### src/rtl/tetris_pkg.sv
// Shared definitions for the falling-piece datapath.
//  FIELD_W/FIELD_H : playfield geometry in cells
//  POS_W           : width of a piece coordinate
//  BLK_W           : bits in a 4x4 piece bitmap
//  state_e         : piece controller states
//  row_inc_sat     : row increment that saturates at the last encodable row
package tetris_pkg;

  localparam int FIELD_W = 20;
  localparam int FIELD_H = 20;
  localparam int POS_W   = 5;
  localparam int BLK_W   = 16;

  typedef enum logic [2:0] {
    ST_IDLE  = 3'd0,
    ST_SPAWN = 3'd1,
    ST_CHECK = 3'd2,
    ST_FALL  = 3'd3,
    ST_LOCK  = 3'd4,
    ST_OVER  = 3'd5
  } state_e;

  // Row + 1, held at the maximum so the row never wraps back to the top.
  function automatic logic [POS_W-1:0] row_inc_sat(input logic [POS_W-1:0] v);
    if (v == {POS_W{1'b1}}) begin
      return v;
    end else begin
      return v + POS_W'(1);
    end
  endfunction

endpackage

### src/rtl/piece_move_ctrl_gravity_timer.sv
// Gravity timer: free-running count of enabled cycles, wrapping every
// GRAV_TICKS cycles and flagging the wrap with a one-cycle tick.
//  clock  in  system clock
//  reset  in  asynchronous active-high reset, count -> 0
//  clear  in  restart the count at 0 (wins over enable, suppresses tick)
//  enable in  advance the count this cycle
//  tick   out count is wrapping on this clock edge
module gravity_timer
  import tetris_pkg::*;
#(
  parameter int GRAV_TICKS = 25_000_000
) (
  input  logic clock,
  input  logic reset,
  input  logic clear,
  input  logic enable,
  output logic tick
);

  localparam int CNT_W = (GRAV_TICKS > 2) ? $clog2(GRAV_TICKS) : 1;
  localparam logic [CNT_W-1:0] CNT_MAX = CNT_W'(GRAV_TICKS - 1);

  logic [CNT_W-1:0] cnt_q;
  logic [CNT_W-1:0] cnt_d;

  // Next count: clear, wrap at CNT_MAX, advance, or hold.
  always_comb begin
    cnt_d = cnt_q;
    if (clear) begin
      cnt_d = {CNT_W{1'b0}};
    end else if (enable) begin
      if (cnt_q == CNT_MAX) begin
        cnt_d = {CNT_W{1'b0}};
      end else begin
        cnt_d = cnt_q + CNT_W'(1);
      end
    end else begin
      cnt_d = cnt_q;
    end
  end

  // Count register.
  always_ff @(posedge clock or posedge reset) begin
    if (reset) begin
      cnt_q <= {CNT_W{1'b0}};
    end else begin
      cnt_q <= cnt_d;
    end
  end

  assign tick = enable & ~clear & (cnt_q == CNT_MAX);

endmodule

### src/rtl/piece_move_ctrl.sv
// Active-piece controller. Spawns a piece from the generator, applies
// player moves and gravity when the move predictor allows them, requests a
// field write when the piece lands and flags game over on a blocked spawn.
//  clock/reset            clock, asynchronous active-high reset
//  game_en                1 = run, 0 = freeze everything
//  btn_*                  one-cycle move pulses (rotate > left > right > drop)
//  *_ok, spawn_ok         predictor verdicts for the registered piece
//  rot_block              clockwise-rotated current piece
//  next_block/next_valid  generator piece; next_ready accepts it
//  block/block_x/block_y  registered active piece and position
//  lock_req/lock_ack      field write handshake
//  piece_active           piece is falling
//  game_over              sticky spawn-collision flag
module piece_move_ctrl
  import tetris_pkg::*;
#(
  parameter int               GRAV_TICKS = 25_000_000,
  parameter logic [POS_W-1:0] SPAWN_X    = 5'd8,
  parameter logic [POS_W-1:0] SPAWN_Y    = 5'd0
) (
  input  logic             clock,
  input  logic             reset,
  input  logic             game_en,
  input  logic             btn_left,
  input  logic             btn_right,
  input  logic             btn_rotate,
  input  logic             btn_drop,
  input  logic             left_ok,
  input  logic             right_ok,
  input  logic             rotate_ok,
  input  logic             down_ok,
  input  logic             spawn_ok,
  input  logic [0:BLK_W-1] rot_block,
  input  logic [0:BLK_W-1] next_block,
  input  logic             next_valid,
  output logic             next_ready,
  output logic [0:BLK_W-1] block,
  output logic [POS_W-1:0] block_x,
  output logic [POS_W-1:0] block_y,
  output logic             lock_req,
  input  logic             lock_ack,
  output logic             piece_active,
  output logic             game_over
);

  state_e             state_q, state_d;
  logic [0:BLK_W-1]   block_q, block_d;
  logic [POS_W-1:0]   x_q, x_d;
  logic [POS_W-1:0]   y_q, y_d;
  logic               pend_q, pend_d;
  logic               lock_req_q, lock_req_d;

  logic drop_sel;
  logic grav_clear;
  logic grav_en;
  logic grav_tick;

  // Soft drop only acts when no higher-priority button is present.
  assign drop_sel   = btn_drop & ~btn_rotate & ~btn_left & ~btn_right;
  // Restart the count on a spawn load and on a successful soft drop.
  assign grav_clear = game_en & (((state_q == ST_SPAWN) & next_valid) |
                                 ((state_q == ST_FALL) & drop_sel & down_ok));
  assign grav_en    = game_en & (state_q == ST_FALL);

  gravity_timer #(
    .GRAV_TICKS (GRAV_TICKS)
  ) u_gravity_timer (
    .clock  (clock),
    .reset  (reset),
    .clear  (grav_clear),
    .enable (grav_en),
    .tick   (grav_tick)
  );

  // Next-state and piece update; at most one action per cycle.
  always_comb begin
    state_d = state_q;
    block_d = block_q;
    x_d     = x_q;
    y_d     = y_q;
    pend_d  = pend_q;
    if (game_en) begin
      case (state_q)
        ST_IDLE: begin
          state_d = ST_SPAWN;
        end
        ST_SPAWN: begin
          if (next_valid) begin
            block_d = next_block;
            x_d     = SPAWN_X;
            y_d     = SPAWN_Y;
            pend_d  = 1'b0;
            state_d = ST_CHECK;
          end else begin
            state_d = ST_SPAWN;
          end
        end
        ST_CHECK: begin
          state_d = spawn_ok ? ST_FALL : ST_OVER;
        end
        ST_FALL: begin
          // A wrap always leaves gravity pending; consuming it below
          // keeps only a wrap from this very cycle.
          pend_d = pend_q | grav_tick;
          if (btn_rotate) begin
            block_d = rotate_ok ? rot_block : block_q;
          end else if (btn_left) begin
            x_d = left_ok ? (x_q - POS_W'(1)) : x_q;
          end else if (btn_right) begin
            x_d = right_ok ? (x_q + POS_W'(1)) : x_q;
          end else if (btn_drop || pend_q) begin
            if (down_ok) begin
              y_d    = row_inc_sat(y_q);
              pend_d = grav_tick;
            end else begin
              state_d = ST_LOCK;
            end
          end else begin
            state_d = ST_FALL;
          end
        end
        ST_LOCK: begin
          state_d = lock_ack ? ST_SPAWN : ST_LOCK;
        end
        ST_OVER: begin
          state_d = ST_OVER;
        end
        default: begin
          state_d = ST_IDLE;
        end
      endcase
    end else begin
      state_d = state_q;
    end
    lock_req_d = (state_d == ST_LOCK);
  end

  // State and piece registers.
  always_ff @(posedge clock or posedge reset) begin
    if (reset) begin
      state_q    <= ST_IDLE;
      block_q    <= {BLK_W{1'b0}};
      x_q        <= SPAWN_X;
      y_q        <= SPAWN_Y;
      pend_q     <= 1'b0;
      lock_req_q <= 1'b0;
    end else begin
      state_q    <= state_d;
      block_q    <= block_d;
      x_q        <= x_d;
      y_q        <= y_d;
      pend_q     <= pend_d;
      lock_req_q <= lock_req_d;
    end
  end

  assign next_ready   = game_en & (state_q == ST_SPAWN);
  assign block        = block_q;
  assign block_x      = x_q;
  assign block_y      = y_q;
  assign lock_req     = lock_req_q;
  assign piece_active = (state_q == ST_FALL);
  assign game_over    = (state_q == ST_OVER);

endmodule

### config.mk
export PLATFORM = sky130hd
export DESIGN_NAME = piece_move_ctrl
export DESIGN_NICKNAME = d
export VERILOG_FILES = /design/src/rtl/tetris_pkg.sv /design/src/rtl/piece_move_ctrl_gravity_timer.sv /design/src/rtl/piece_move_ctrl.sv
export SDC_FILE = /design/constraint.sdc
export NUM_CORES = 1
export LEC_CHECK = 0
export CORE_MARGIN = 8
export CORE_UTILIZATION = 49
export CTS_CLUSTER_SIZE = 12
export DETAILED_ROUTE_END_ITERATION = 6
export PLACE_DENSITY = 0.89
export SYNTH_ARGS = -nofsm -noshare
export SYNTH_HDL_FRONTEND = slang
export SYNTH_SLANG_ARGS = --single-unit
### constraint.sdc
create_clock -name clock -period 5.5 [get_ports clock]
set_input_delay 1.1 -clock clock [delete_from_list [all_inputs] [get_ports clock]]
set_output_delay 1.1 -clock clock [all_outputs]
set_load 0.005 [all_outputs]
* After elaboration in Yosys (flattened, before gate mapping)
Index checks and enable logic that the tools add are counted.
** Storage, ports and cells
- Register bits :: 56
- Latch bits :: 0
- Bits in writable memories :: 0
- Memory bits (read-only) :: 0
- Input bits :: 46
- Word-level logic and storage cells :: 95
- Memories kept :: 0
** Cells by class
- Add/sub/neg operators :: 4
- $mul :: 0
- Div/mod/pow operators :: 0
- Magnitude comparators :: 0
- Equality and inequality tests :: 20
- Shift operators :: 0
- Muxes and demuxes :: 39
- Bitwise logic cells :: 17
- Reduce and logical (&&, ||, !) cells :: 8
** Operators by type and width (count)
- 25-bit two-way mux :: 3
- 5-bit two-way mux :: 13
- 16-bit two-way mux :: 3
- 16-bit one-hot mux with 2 select lines :: 1
- 25-bit by 1-bit adder with 25-bit output (second input constant) :: 1
- 25-bit == test (second input constant) :: 1
- 3-bit two-way mux :: 8
- 5-bit one-hot mux with 2 select lines :: 2
- 3-bit one-hot mux with 6 select lines :: 1
- 2-bit != test (second input constant) :: 8
- 1-bit bitwise AND :: 11
- 5-bit by 1-bit adder with 5-bit output (second input constant) :: 2
- 3-bit == test (second input constant) :: 3
- 3-bit != test (second input constant) :: 3
- 9-bit AND reduction :: 1
- 7-bit AND reduction :: 1
- 3-bit by 2-bit == test with 1-bit output (second input constant) :: 2
- 1-bit two-way mux :: 6
- 5-bit == test (second input constant) :: 1
- 5-bit AND reduction :: 1
- 5-bit by 1-bit subtractor with 5-bit output (second input constant) :: 1
- 1-bit NOT :: 4
- 2-bit nonzero test :: 2
- 3-bit by 1-bit == test with 1-bit output (second input constant) :: 1
- 7 further kinds :: 8

* Longest topological paths before layout
- Depth after elaboration :: 18
- Gate-level depth with buffers :: 9
- Mapped depth without buffers :: 7

* Hierarchy
Synthesis repeated with hierarchy kept, for this count alone.
** Second synthesis, totals
- Cells, all modules :: 378
- Area, all modules :: 3266.9 um2
** Modules (own cells, without submodules)
- piece_move_ctrl :: times used 1, cells an instance 200, area an instance 1689.1 um2, seq. area each 777.0 um2
- gravity_timer :: times used 1, cells an instance 178, area an instance 1577.8 um2, seq. area each 625.6 um2

* Worst setup path after synthesis
Ideal clock, no wire load.
- Kind :: in2reg
- From :: input btn_left
- To :: register u_gravity_timer.cnt_q[23]
- Library setup time :: 0.145 ns
- Data arrival time :: 2.464 ns
- Required time :: 5.355 ns
- Slack :: 2.891 ns
- Stages :: 7
- Path through :: or4b_1 o2111ai_2 a21oi_2 buf_6 buf_6 a31oi_1 a31oi_1
** On the way
- Cells in the longest elaborated chain, start to end :: 8
- Elaborated cells between the ends (all ways) :: 9
- Those cells by class :: 1 x mux; 7 x bitwise; 1 x reduce/logical
** Ends and longest elaborated chain
- from (decl) :: line piece_move_ctrl.sv:24 : input logic btn_left,
- 1-bit NOT (*) :: line piece_move_ctrl.sv:59 : assign drop_sel = btn_drop & ~btn_rotate & ~btn_left & ~btn_right;
- 1-bit bitwise AND (*) (2 in series) :: line piece_move_ctrl.sv:59
- 1-bit bitwise AND (*) (2 in series) :: line piece_move_ctrl.sv:62 : ((state_q == ST_FALL) & drop_sel & down_ok));
- 1-bit bitwise OR (*) :: line piece_move_ctrl.sv:61 : assign grav_clear = game_en & (((state_q == ST_SPAWN) & next_valid) |
- 1-bit bitwise AND (*) :: line piece_move_ctrl.sv:61
- 25-bit two-way mux / 2-bit nonzero test (equally long branches)
- to (signal assigned) :: line piece_move_ctrl_gravity_timer.sv:45 : cnt_q <= {CNT_W{1'b0}};
- to (signal assigned) :: line piece_move_ctrl_gravity_timer.sv:47 : cnt_q <= cnt_d;
- to (decl) :: line piece_move_ctrl_gravity_timer.sv:23 : logic [CNT_W-1:0] cnt_q;
Every way passes the cells marked *; elsewhere a longest branch is shown, timed or not.
A chain may end at the register's enable or synchronous reset.

* Worst setup path after layout
- From :: input game_en
- To :: output next_ready
** On the way
- Cells in the longest elaborated chain, start to end :: 1
** Ends and longest elaborated chain
- from (decl) :: line piece_move_ctrl.sv:23 : input logic game_en,
- 1-bit bitwise AND :: line piece_move_ctrl.sv:157 : assign next_ready = game_en & (state_q == ST_SPAWN);
- to (decl) :: line piece_move_ctrl.sv:36 : output logic next_ready,
Every way passes these cells.

==> impl_metrics.py <==
metrics = {
    "setup_path": {
        "critPathTopFamily": "buffers and inverters",
        "critical_path_required_ps": 4400,
        "worstRegToRegCells": 6,
        "slowest_stage": "clkdlybuf4s50_1",
        "cpPeakStageDelay_ps": 640,
        "critPathCaptureType": "output port",
        "worst-path-buf-inv": 2,
        "path_max_fanout": 8,
        "crit_type": "in -> out",
        "r2r-end": "u_gravity_timer.cnt_q[22]",
        "crit_top_cell": "clkdlybuf4s50_1",
        "critical_path_arrival_ps": 2580,
        "cp-start-kind": "input port",
        "worstReg2RegStart": "u_gravity_timer.cnt_q[0]",
        "cp_cell_sequence": "clkdlybuf4s50_1 > nand3b_1 > nor2_1 > clkdlybuf4s50_1",
        "rrSetupSlack_ps": 3140,
    },
    "layout": {
        "drive_above_1_share_pct": 6.357,
        "regArea_sq_mm": 0.001403,
        "fillCellCount": 524,
        "finalCoreUtilization_pct": 63.91,
        "antenna_cells": 0,
        "fin_area_sq_mm": 0.004035,
        "multiInputGateArea_sq_mm": 0.001617,
        "area_growth_syn_to_layout_pct": 27.12,
        "layout.nets": 461,
    },
    "detailed_routing": {
        "drcViolationCount": 0,
        "drt.antenna.violating_nets": 0,
        "wl_per_cell_um": 15.27,
        "wl_um": 7422,
        "vias": 2789,
        "initialDrtViolationCount": 227,
        "routed_via_density": 5.739,
        "firstDrtPassIters": 5,
    },
    "clocking": {
        "cts_buffer_depth": 2,
        "cts_tree": "yes",
        "cts.sinks": 56,
        "post-cts-setup-buffer-count": 0,
        "root_buffer": "clkbuf_8",
        "postCtsHoldBufs": 0,
        "cts_max_level": 2,
        "cts_made_buffers": 5,
        "clkSlewWorstSetupHoldPaths_ps": 110,
        "clock_latency_ps": 320,
        "cts.repair.resized": 0,
    },
    "logic_synthesis": {
        "synth-async-reset-ratio_pct": 100.0,
        "ys_seq_area_share_pct": 44.19,
        "syn_nets": 393,
        "synth-seq-cells": 56,
        "synth-warning-count": 0,
        "synth_edf_count": 0,
        "syn_area_sq_mm": 0.003174,
        "synth.avg_cell_area_sq_um": 9.336,
        "synthesis.instances": 340,
        "synth_flop_cell": "dfrtp_1",
        "ys_types": 49,
    },
    "power": {
        "power_leakage_nw": 1.734,
        "finalPower_mw": 1.479,
        "p_per_area_mw_per_mm2": 366.6,
        "ir_worst_vdd_mv": 0.2612,
    },
    "die": {
        "fp.dieArea_sq_mm": 0.009309,
        "die_x_um": 96.49,
        "rows": 29,
        "ioPinCount": 76,
        "coreArea_sq_mm": 0.006314,
        "initial_utilization_pct": 50.28,
        "die_height_um": 96.49,
    },
    "sta": {
        "max_clock_freq_ghz": 0.2721,
        "finalCritPeriodShare_pct": 66.83,
        "rsz0062_at_grt": "no",
        "finalHoldViolCount": 0,
        "clock-skew-final_ps": 10.26,
        "period_needed_ps": 3676,
        "setup_tns_ps": 0,
        "worst_slew_pin_slew_ps": 1156,
        "relSlewSlack_pct": 22.69,
        "slew_viol_final": 0,
        "setup_slack_ps": 1824,
        "finalSetupViolations": 0,
    },
    "placed_design": {
        "dpl-instance-area_sq_mm": 0.003941,
        "numPortBuffers": 75,
        "gp_congestion": 0.8658,
        "place_ws_ps": 1838,
        "hpwl_um": 5508,
    },
    "hold_path": {
        "hold_path.class": "reg -> reg",
        "min_from": "block[0]",
        "hold_depth": 2,
        "holdPathEnd": "block[0]",
    },
    "global_route": {
        "grt-ovfl-total": 0,
        "antenna_found_initial": 0,
        "grt_max_degree": 57,
        "grt_usage_pct": 16.63,
        "grt_pass1_vias": 2630,
        "grt_pass1_wl_um": 12410,
    },
    "run_status": {
        "status": "finished, final reports clean",
    },
    "flow_run": {
        "drv_cap": 0,
    },
}
==> power breakdown <==
part,internal (mW),switching (mW)
clock,0.0933,0.147
combinational,0.337,0.310
sequential,0.505,0.0872
total,0.936,0.544
==> state kept, by name (all words and copies together), names as in the netlist <==
signal                 flops
u_gravity_timer.cnt_q     25
block_x                    5
pend_q                     1
lock_req                   1
block                     16
block_y                    5
state_q                    3
==> layout make-up <==
cell class                 count  share of cell area, %
tap                           77                  2.388
clock buffer                   5                  1.705
multi-input combinational    254                  40.06
clock inverter                 3                 0.6202
inverter                      12                  1.116
timing repair buffer          79                  19.35
sequential                    56                  34.76
==> Yosys cell counts (2+ instances only) <==
library cell  instances  area share, %
dfrtp_1              55             43
nand2_1              48            5.7
o21ai_0              30            4.7
nor2_1               20            2.4
a21oi_1              19            3.0
a31oi_1              17            3.4
mux2i_1              17            5.4
inv_1                12            1.4
nand4_1              11            2.2
nand3_1               9            1.4
a22o_1                8            2.2
xor2_1                7            1.9
buf_2                 6           0.95
clkbuf_1              6           0.71
ha_1                  6            2.4
and4_1                5            1.4
buf_6                 5            1.8
nor4_1                5           0.99
nor2b_1               4           0.79
nor3_1                4           0.63
o31ai_1               4           0.95
a21oi_2               3           0.83
and3_1                3           0.59
nand2b_1              3           0.59
nand3b_1              3           0.71
xnor2_1               3           0.83
a2bb2oi_1             2           0.55
mux2_2                2           0.71
nor3b_1               2           0.47
or2b_1                2           0.47
==> per-layer routing <==
metal	track usage (%)	up-vias	part of all wire [%]	routed length, um
met5	0	-	0	0
met4	4.161	0	1.1	85
met3	4.637	8	6.7	495
met2	27.79	98	48	3560
met1	20.71	1313	44	3280
li1	-	1370	-	-
==> stage by stage <==
stage,hold slack (ps),instances
2_1_floorplan,442.3,340
3_3_place_gp,460.0,478
3_5_place_dp,468.8,478
4_1_cts,494.4,486
5_1_grt,512.0,486
6_report,485.2,486
==> worst max path at each step <==
stage / endpoint / start / depth (start not counted)
2_1_floorplan: u_gravity_timer.cnt_q[23] / btn_left / 7
3_3_place_gp: next_ready / game_en / 4
3_5_place_dp: next_ready / game_en / 4
4_1_cts: next_ready / game_en / 4
5_1_grt: next_ready / game_en / 4
6_report: next_ready / game_en / 4
==> logic make-up after synthesis <==
| group | synth area share, % |
|---|---|
| multiplexers | 6.070 |
| adder cells (fa/ha/maj) | 2.996 |
| AO/OA/AOI/OAI | 17.66 |
| buffers and inverters | 5.085 |
| AND/OR/NAND/NOR | 21.25 |
| flip-flops | 44.19 |
| XOR/XNOR | 2.759 |
==> worst reg2reg max path: stages (launching register included) <==
cell	delay [ps]
dfrtp_1	410
ha_1	250
nand4_1	180
nor4_1	890
and4_1	330
a21oi_1	70
a31oi_1	150
==> cell usage in the layout (no fill, tap or decap), types with 3 or more instances in the layout <==
| master | count |
|---|---|
| nor4_1 | 5 |
| inv_1 | 11 |
| clkbuf_8 | 5 |
| mux2i_1 | 17 |
| nand4_1 | 11 |
| buf_4 | 4 |
| nor2_1 | 20 |
| ha_1 | 6 |
| dfrtp_1 | 55 |
| o31ai_1 | 4 |
| xor2_1 | 7 |
| nand3_1 | 9 |
| a22o_1 | 8 |
| o21ai_0 | 30 |
| xnor2_1 | 3 |
| and4_1 | 5 |
| and3_1 | 3 |
| nand3b_1 | 3 |
| nor3_1 | 4 |
| a31oi_1 | 16 |
| nand2_1 | 48 |
| a21oi_2 | 3 |
| nor2b_1 | 4 |
| a21oi_1 | 19 |
| nand2b_1 | 3 |
| clkdlybuf4s50_1 | 75 |
(Power assumes the default switching activity.)
